<file path="src/rtl/imem_pkg.sv">
// Shared sizing and state encoding for the instruction-memory boot loader.
package imem_pkg;

  localparam int IMEM_ADDR_W = 8;
  localparam int IMEM_DATA_W = 32;
  localparam int IMEM_DEPTH  = 256;

  typedef enum logic [2:0] {
    IDLE,
    CLEAR,
    LOAD,
    CHECK,
    DONE,
    ERR
  } imem_state_t;

endpackage

</file>
<file path="src/rtl/imem_loader.sv">
// Boot sequencer for the MIPS instruction memory: clear, stream words in from address 0, release the CPU.
// Defining IMEM_LOADER_CHECKSUM_EN adds a trailer word that must equal the modulo-2^DATA_W sum of the load.
//
// state | meaning
// IDLE  | after reset, waiting for start
// CLEAR | one-cycle clear pulse to the memory
// LOAD  | accepting words, writing one cycle after each accept
// CHECK | accepting the checksum trailer (checksum build only)
// DONE  | program loaded, CPU running
// ERR   | bad length or checksum, CPU held
module imem_loader
  import imem_pkg::*;
#(
  parameter int ADDR_W = IMEM_ADDR_W,
  parameter int DATA_W = IMEM_DATA_W,
  parameter int DEPTH  = IMEM_DEPTH
) (
  input  logic              clk,
  input  logic              inst_reset_n,
  input  logic              start,
  input  logic [ADDR_W:0]   load_len,
  input  logic              word_valid,
  input  logic [DATA_W-1:0] word_data,
  output logic              word_ready,
  output logic              load_memory,
  output logic [ADDR_W-1:0] mem_addr_select,
  output logic [DATA_W-1:0] instr_mem_input,
  output logic              imem_clear,
  output logic              cpu_run,
  output logic              busy,
  output logic              load_err
);

  localparam logic [ADDR_W:0] LP_DEPTH = (ADDR_W+1)'(DEPTH);
  localparam logic [ADDR_W:0] LP_ONE   = (ADDR_W+1)'(1);

  imem_state_t       r_state;
  imem_state_t       w_next_state;
  logic [ADDR_W:0]   r_len;
  logic [ADDR_W:0]   r_count;
  logic              r_wr_en;
  logic [ADDR_W-1:0] r_wr_addr;
  logic [DATA_W-1:0] r_wr_data;

  logic w_start_acc;
  logic w_len_ok;
  logic w_last_done;
  logic w_word_ready;
  logic w_load_acc;

`ifdef IMEM_LOADER_CHECKSUM_EN
  logic [DATA_W-1:0] r_sum;
  logic              w_trailer_acc;
`endif

  always_comb begin
    w_start_acc  = start && ((r_state == IDLE) || (r_state == DONE) || (r_state == ERR));
    w_len_ok     = (load_len != '0) && (load_len <= LP_DEPTH);
    // count==len means the final accepted word is being written this cycle
    w_last_done  = (r_count == r_len);
    w_word_ready = (r_state == LOAD) && !w_last_done;
`ifdef IMEM_LOADER_CHECKSUM_EN
    if (r_state == CHECK) begin
      w_word_ready = 1'b1;
    end
    w_trailer_acc = (r_state == CHECK) && word_valid;
`endif
    w_load_acc = (r_state == LOAD) && word_valid && w_word_ready;
  end

  always_comb begin
    w_next_state = r_state;
    case (r_state)
      IDLE, DONE, ERR: begin
        if (w_start_acc) begin
          w_next_state = w_len_ok ? CLEAR : ERR;
        end
      end
      CLEAR: w_next_state = LOAD;
      LOAD: begin
        if (w_last_done) begin
`ifdef IMEM_LOADER_CHECKSUM_EN
          w_next_state = CHECK;
`else
          w_next_state = DONE;
`endif
        end
      end
`ifdef IMEM_LOADER_CHECKSUM_EN
      CHECK: begin
        if (w_trailer_acc) begin
          w_next_state = (word_data == r_sum) ? DONE : ERR;
        end
      end
`endif
      default: w_next_state = IDLE;
    endcase
  end

  always_ff @(posedge clk or negedge inst_reset_n) begin
    if (!inst_reset_n) begin
      r_state   <= IDLE;
      r_len     <= '0;
      r_count   <= '0;
      r_wr_en   <= 1'b0;
      r_wr_addr <= '0;
      r_wr_data <= '0;
    end else begin
      r_state <= w_next_state;
      r_wr_en <= w_load_acc;
      if (w_start_acc) begin
        r_len <= load_len;
      end
      if (r_state == CLEAR) begin
        r_count <= '0;
      end else if (w_load_acc) begin
        r_count <= r_count + LP_ONE;
      end
      if (w_load_acc) begin
        r_wr_addr <= r_count[ADDR_W-1:0];
        r_wr_data <= word_data;
      end
    end
  end

`ifdef IMEM_LOADER_CHECKSUM_EN
  always_ff @(posedge clk or negedge inst_reset_n) begin
    if (!inst_reset_n) begin
      r_sum <= '0;
    end else if (r_state == CLEAR) begin
      r_sum <= '0;
    end else if (w_load_acc) begin
      r_sum <= r_sum + word_data;
    end
  end
`endif

  assign word_ready      = w_word_ready;
  assign load_memory     = r_wr_en;
  assign mem_addr_select = r_wr_addr;
  assign instr_mem_input = r_wr_data;
  assign imem_clear      = (r_state == CLEAR);
  assign cpu_run         = (r_state == DONE);
  assign busy            = (r_state == CLEAR) || (r_state == LOAD) || (r_state == CHECK);
  assign load_err        = (r_state == ERR);

endmodule

</file>
<file path="config.mk">
export PLATFORM = sky130hd
export DESIGN_NAME = imem_loader
export DESIGN_NICKNAME = d
export VERILOG_FILES = /design/src/rtl/imem_pkg.sv /design/src/rtl/imem_loader.sv
export SDC_FILE = /design/constraint.sdc
export NUM_CORES = 1
export LEC_CHECK = 0
export CORE_MARGIN = 4
export CORE_UTILIZATION = 42
export CTS_BUF_LIST = sky130_fd_sc_hd__clkbuf_2
export DETAILED_ROUTE_END_ITERATION = 12
export GPL_TIMING_DRIVEN = 0
export PLACE_DENSITY = 0.87
export SYNTH_ARGS = -nofsm -noshare
export SYNTH_HDL_FRONTEND = slang
export SYNTH_SLANG_ARGS = --single-unit
</file>
<file path="constraint.sdc">
create_clock -name clk -period 1.57 [get_ports clk]
set_input_delay 0.314 -clock clk [delete_from_list [all_inputs] [get_ports clk]]
set_output_delay 0.314 -clock clk [all_outputs]
set_load 0.05 [all_outputs]
</file>
Word level (Yosys, flattened, before mapping). Cells that the tools add are included.

Bits in registers: 62. Input port bits: 45. Output and inout port bits: 46. Logic and storage cells: 37.

$add $sub $neg: 1. $lt $le $gt $ge: 1. Equality and inequality tests: 8. Multiplexer cells: 6. Reductions and logical operators: 15.

Operators with widths (count): 2-to-1 mux 9 bit (2); adder 9 x 1 -> 9 bit, second input constant (1); equality test 9 bit (1); <= comparator 9 bit, second input constant (1); 2-to-1 mux 3 bit (3); case mux 3 bit (3 select lines) (1); nonzero test 9 bit (1); equality test 3 x 2 -> 1 bit, second input constant (2); equality test 3 bit, second input constant (2); logical AND 1 bit (5); logical OR 1 bit (4); != test 2 bit, second input constant (2); equality test 3 x 1 -> 1 bit, second input constant (1); logical NOT 3 bit (1); OR reduction 3 bit (1); AND reduction 2 bit (1); nonzero test 2 bit (1); logical NOT 1 bit (1).

Depth between registers and ports, before layout.
Depth in word-level cells: 6. Depth in mapped cells: 7. Gate-level depth less buffers: 5.

Least setup slack after synthesis. Ideal clock, no wire load.

Path kind: reg-to-output. Start point: reg r_count[4]. End point: out word_ready. Arrival time: 1539 ps. Required time: 1256 ps. Setup slack: -283 ps. Cell stages (with the launch flop): 5. Buffers on the path: 0. Path through: dfrtp_1 xnor2_1 nand3_1 nor3_1 nor2_1.

Word-level cells in the longest chain between the ends: 3.

RTL lines: start: declaration (RTL line imem_loader.sv:40) `logic [ADDR_W:0] r_count;`; start signal: assignment (RTL line imem_loader.sv:117) `r_count <= r_count + LP_ONE;`; equality test 9 bit (RTL line imem_loader.sv:60) `w_last_done = (r_count == r_len);`; logical NOT 1 bit (RTL line imem_loader.sv:61) `w_word_ready = (r_state == LOAD) && !w_last_done;`; logical AND 1 bit (RTL line imem_loader.sv:61); end: declaration (RTL line imem_loader.sv:24) `output logic word_ready,`.

No other way between the ends.

Final worst setup path.
Start point: reg r_state[0]. End point: out word_ready.

Word-level cells in the longest chain between the ends: 2.

RTL lines: start: declaration (RTL line imem_loader.sv:37) `imem_state_t r_state;`; start signal: assignment (RTL line imem_loader.sv:109) `r_state <= w_next_state;`; equality test 3 x 2 -> 1 bit (RTL line imem_loader.sv:61); logical AND 1 bit (RTL line imem_loader.sv:61).

No other way between the ends.

==> metrics.md <==
| Metric | Value |
|---|---|
| GPL Wtd Cong | 0.800 |
| Post-synthesis adder-cell area fraction | 0.476% |
| Worst slew pin tran | 556 ps |
| Cell taking the most area after synthesis | dfrtp_1 |
| Placement Setup Slack | -737 ps |
| Final Cell Area | 0.00430 sq mm |
| Register area share after synthesis | 59.1% |
| Layout cells sized above 1 | 57.1% |
| Top area cells in the synthesized netlist | dfrtp_1 59%, mux2_2 21%, xnor2_1 3.3% |
| RSZ-0062 raised after global routing | yes |
| Die Span Y | 87.1 um |
| Highest routed layer | met4 |
| Diode count | 0 |
| Die width | 87.1 um |
| Violated checks | negative setup slack |
| Largest family of logic cells by synthesized area | multiplexers |
| Synth Area in Compound Gates | 3.00% |
| Gr usage total | 19.0% |
| Root buf cell | clkbuf_2 |
| XOR/XNOR Fraction of Synth Area | 3.67% |
| Power Dens Cells | 2010 mW/mm^2 |
| Worst-case clock buffer depth | 2 |
| Syn avg cell area | 13.5 sq um |
| PnR worst setup slack | -504 ps |
| Worst Setup End Kind | output pin |
| Post-synthesis register bit count | 62 |
| Reg clk slew, reported paths | 190 ps |
| Antenna violations before repair | 0 |
| Setup TNS | -20160 ps |
| Slew Limit Fails | 0 |
| Core box area | 0.00599 sq mm |
| Area grow syn2layout | 63.6% |
| Most common cell after layout, fill and taps aside | dfrtp_1 |
| Port bufs | 90 |
| Post-synthesis mux area share | 22.6% |
| Worst-case vdd ir drop | 1130 uV |
| Period utilization | 132% |
| Crit path launch type | register |
| Starting Density | 43.8% |
| Synth Area in Simple Gates | 9.00% |
| Reg2Reg Depth | 13 |
| Num CTS Buffers | 9 |
| Initial drt markers | 109 |
| GR Overflow Total | 0 |
| WHS | 333 ps |
| DP Wirelength | 4210 um |
| DR WL/cell | 19.0 um |
| M1 WL | 3060 um |
| I/O Pins | 91 |
| H-tree depth | 3 |
| Number of max-cap violations | 0 |
| Post-synthesis cell area | 0.00263 sq mm |
| Commonest cells after routing, fill and taps aside | 56 x dfrtp_1, 47 x mux2_2, 43 x clkdlybuf4s50_1, 41 x buf_2, 29 x buf_4 |
| Leakage | 1.96 nW |
| Max Freq | 0.482 GHz |
| Clock insertion delay at the later pin of the skew report | 480 ps |
| Slew margin rel. | 63.0% |
| Via count | 2220 |
| Crit-path max FO | 5 |
| DR WL met2 | 4260 um |
| Worst min path class | in -> async |
| Total chip power | 8.62 mW |
| Final Net Count | 389 |
| Vias per inst | 5.29 |
| Post-synth net total | 241 |
| Row count | 28 |
| CTS tree | yes |
| Critical path type | reg -> out |
| Fin crit period | 2070 ps |
| Final hold vios | 0 |
| DR DRC count | 0 |
| Vias in the first global route | 2259 |
| Final ANT Viol Nets | 0 |
| Wire length on met3 | 501 um |
| Post-DP Area | 0.00365 sq mm |
| Worst path arrival time | 1760 ps |
| Number of detailed-route iterations in the first pass | 4 |
| Final Routed Wirelength | 7990 um |
| Status | finished with violations |
| Clk sinks | 62 |
| Die Area | 0.00758 sq mm |
| Reg-to-reg setup timing slack | -460 ps |
| Setup Skew | 46.9 ps |
| First-pass GRT wire length | 11000 um |
| Yosys warns | 0 |
| Largest net degree at the start of global routing | 42 |
| Finish-stage setup viols | 56 |
| Cells after synthesis | 195 |
| Worst EP required | 1260 ps |
| Unique masters post-synth | 31 |
| Post-synth top area share | 59.1% |
## critical path, cell delays in order, from the launching register on
cell,delay [ps]
dfrtp_2,510
buf_4,190
nor2_1,130
nand2_1,90
nor2_1,170
buf_6,180
## synth_stat cells
cell / n
nor4_1: 3
and3_1: 3
nor3b_1: 1
buf_2: 4
nor3_1: 1
nand2b_1: 2
and2_1: 1
nor2_1: 11
dfrtp_1: 62
o31a_1: 1
buf_6: 2
and4bb_2: 1
nor4b_1: 1
clkbuf_1: 1
ha_1: 1
nand3b_1: 1
xor2_1: 1
xnor2_1: 10
or4_1: 1
o21ai_0: 5
nand4_1: 2
or3_1: 1
nand3_1: 4
mux2_2: 50
nand2_1: 12
or2_2: 1
inv_1: 3
a221o_1: 2
mux2i_1: 3
a21oi_1: 2
o31ai_1: 2
## routing by layer
metal	global-route usage [%]	up-vias
met1	22.3	1114
met4	7.22	0
li1	-	991
met5	0	-
met3	4.35	20
met2	33.5	95
## layout make-up
| type | instances | area (sq um) |
|---|---|---|
| fillers | 421 | 1690 |
| flip-flops and latches | 62 | 1560 |
| repair buffers | 140 | 1260 |
| multi-input cells | 123 | 1230 |
| well taps | 75 | 93.8 |
| plain buffers | 4 | 56.3 |
| clock buffers | 10 | 50.0 |
| clock inverters | 3 | 38.8 |
| inverters | 3 | 15.0 |
## path summary, 6_finish.rpt
kind                                                start                         endpoint
setup / recovery                   r_state[0]$_DFFE_PN0P_                       word_ready
min in group clk                            word_data[17]  instr_mem_input[17]$_DFFE_PN0P_
max in group asynchronous                    inst_reset_n           r_count[4]$_DFFE_PN0P_
hold / removal                               inst_reset_n   mem_addr_select[5]$_DFFE_PN0P_
hold reg to reg            instr_mem_input[0]$_DFFE_PN0P_   instr_mem_input[0]$_DFFE_PN0P_
setup reg to reg                   r_state[1]$_DFFE_PN0P_   mem_addr_select[5]$_DFFE_PN0P_
## state kept, by name, summed over array words and instances, names as in the netlist
signal and count:
load_memory 1, r_count 9, instr_mem_input 32, r_state 3, mem_addr_select 8, r_len 9
## power by group
group          internal, mW  switching (mW)
Sequential             2.22           0.406
Combinational          2.08            3.02
Clock                 0.343           0.550
## kinds of logic after synthesis
family / count (synthesis)
xor gates and xnor gates: 11
AOI/OAI and AO/OA: 12
muxes: 53
adders and majority gates: 1
buffers and inverters: 10
and+or+nand+nor: 46
DFF: 62
## metrics by stage
stage / instances / util (%)
2_1_floorplan: 195 / -
4_1_cts: 404 / 71.3
3_5_place_dp: 361 / 60.9
5_1_grt: 420 / 71.7
3_3_place_gp: 360 / 60.7
6_report: 420 / 71.7
## repair_timing
| action | in CTS | in global routing |
|---|---|---|
| hold buffers | 1 | 0 |
| setup buffers | 27 | 19 |
| setup endpoints to repair | 104 | 103 |
| pin swaps | 12 | 12 |
| resized for setup | 207 | 110 |
| cloned | 3 | 0 |
| endpoints found under the hold margin | 21 | 0 |
Note: power is estimated with default switching activity, not from simulation.
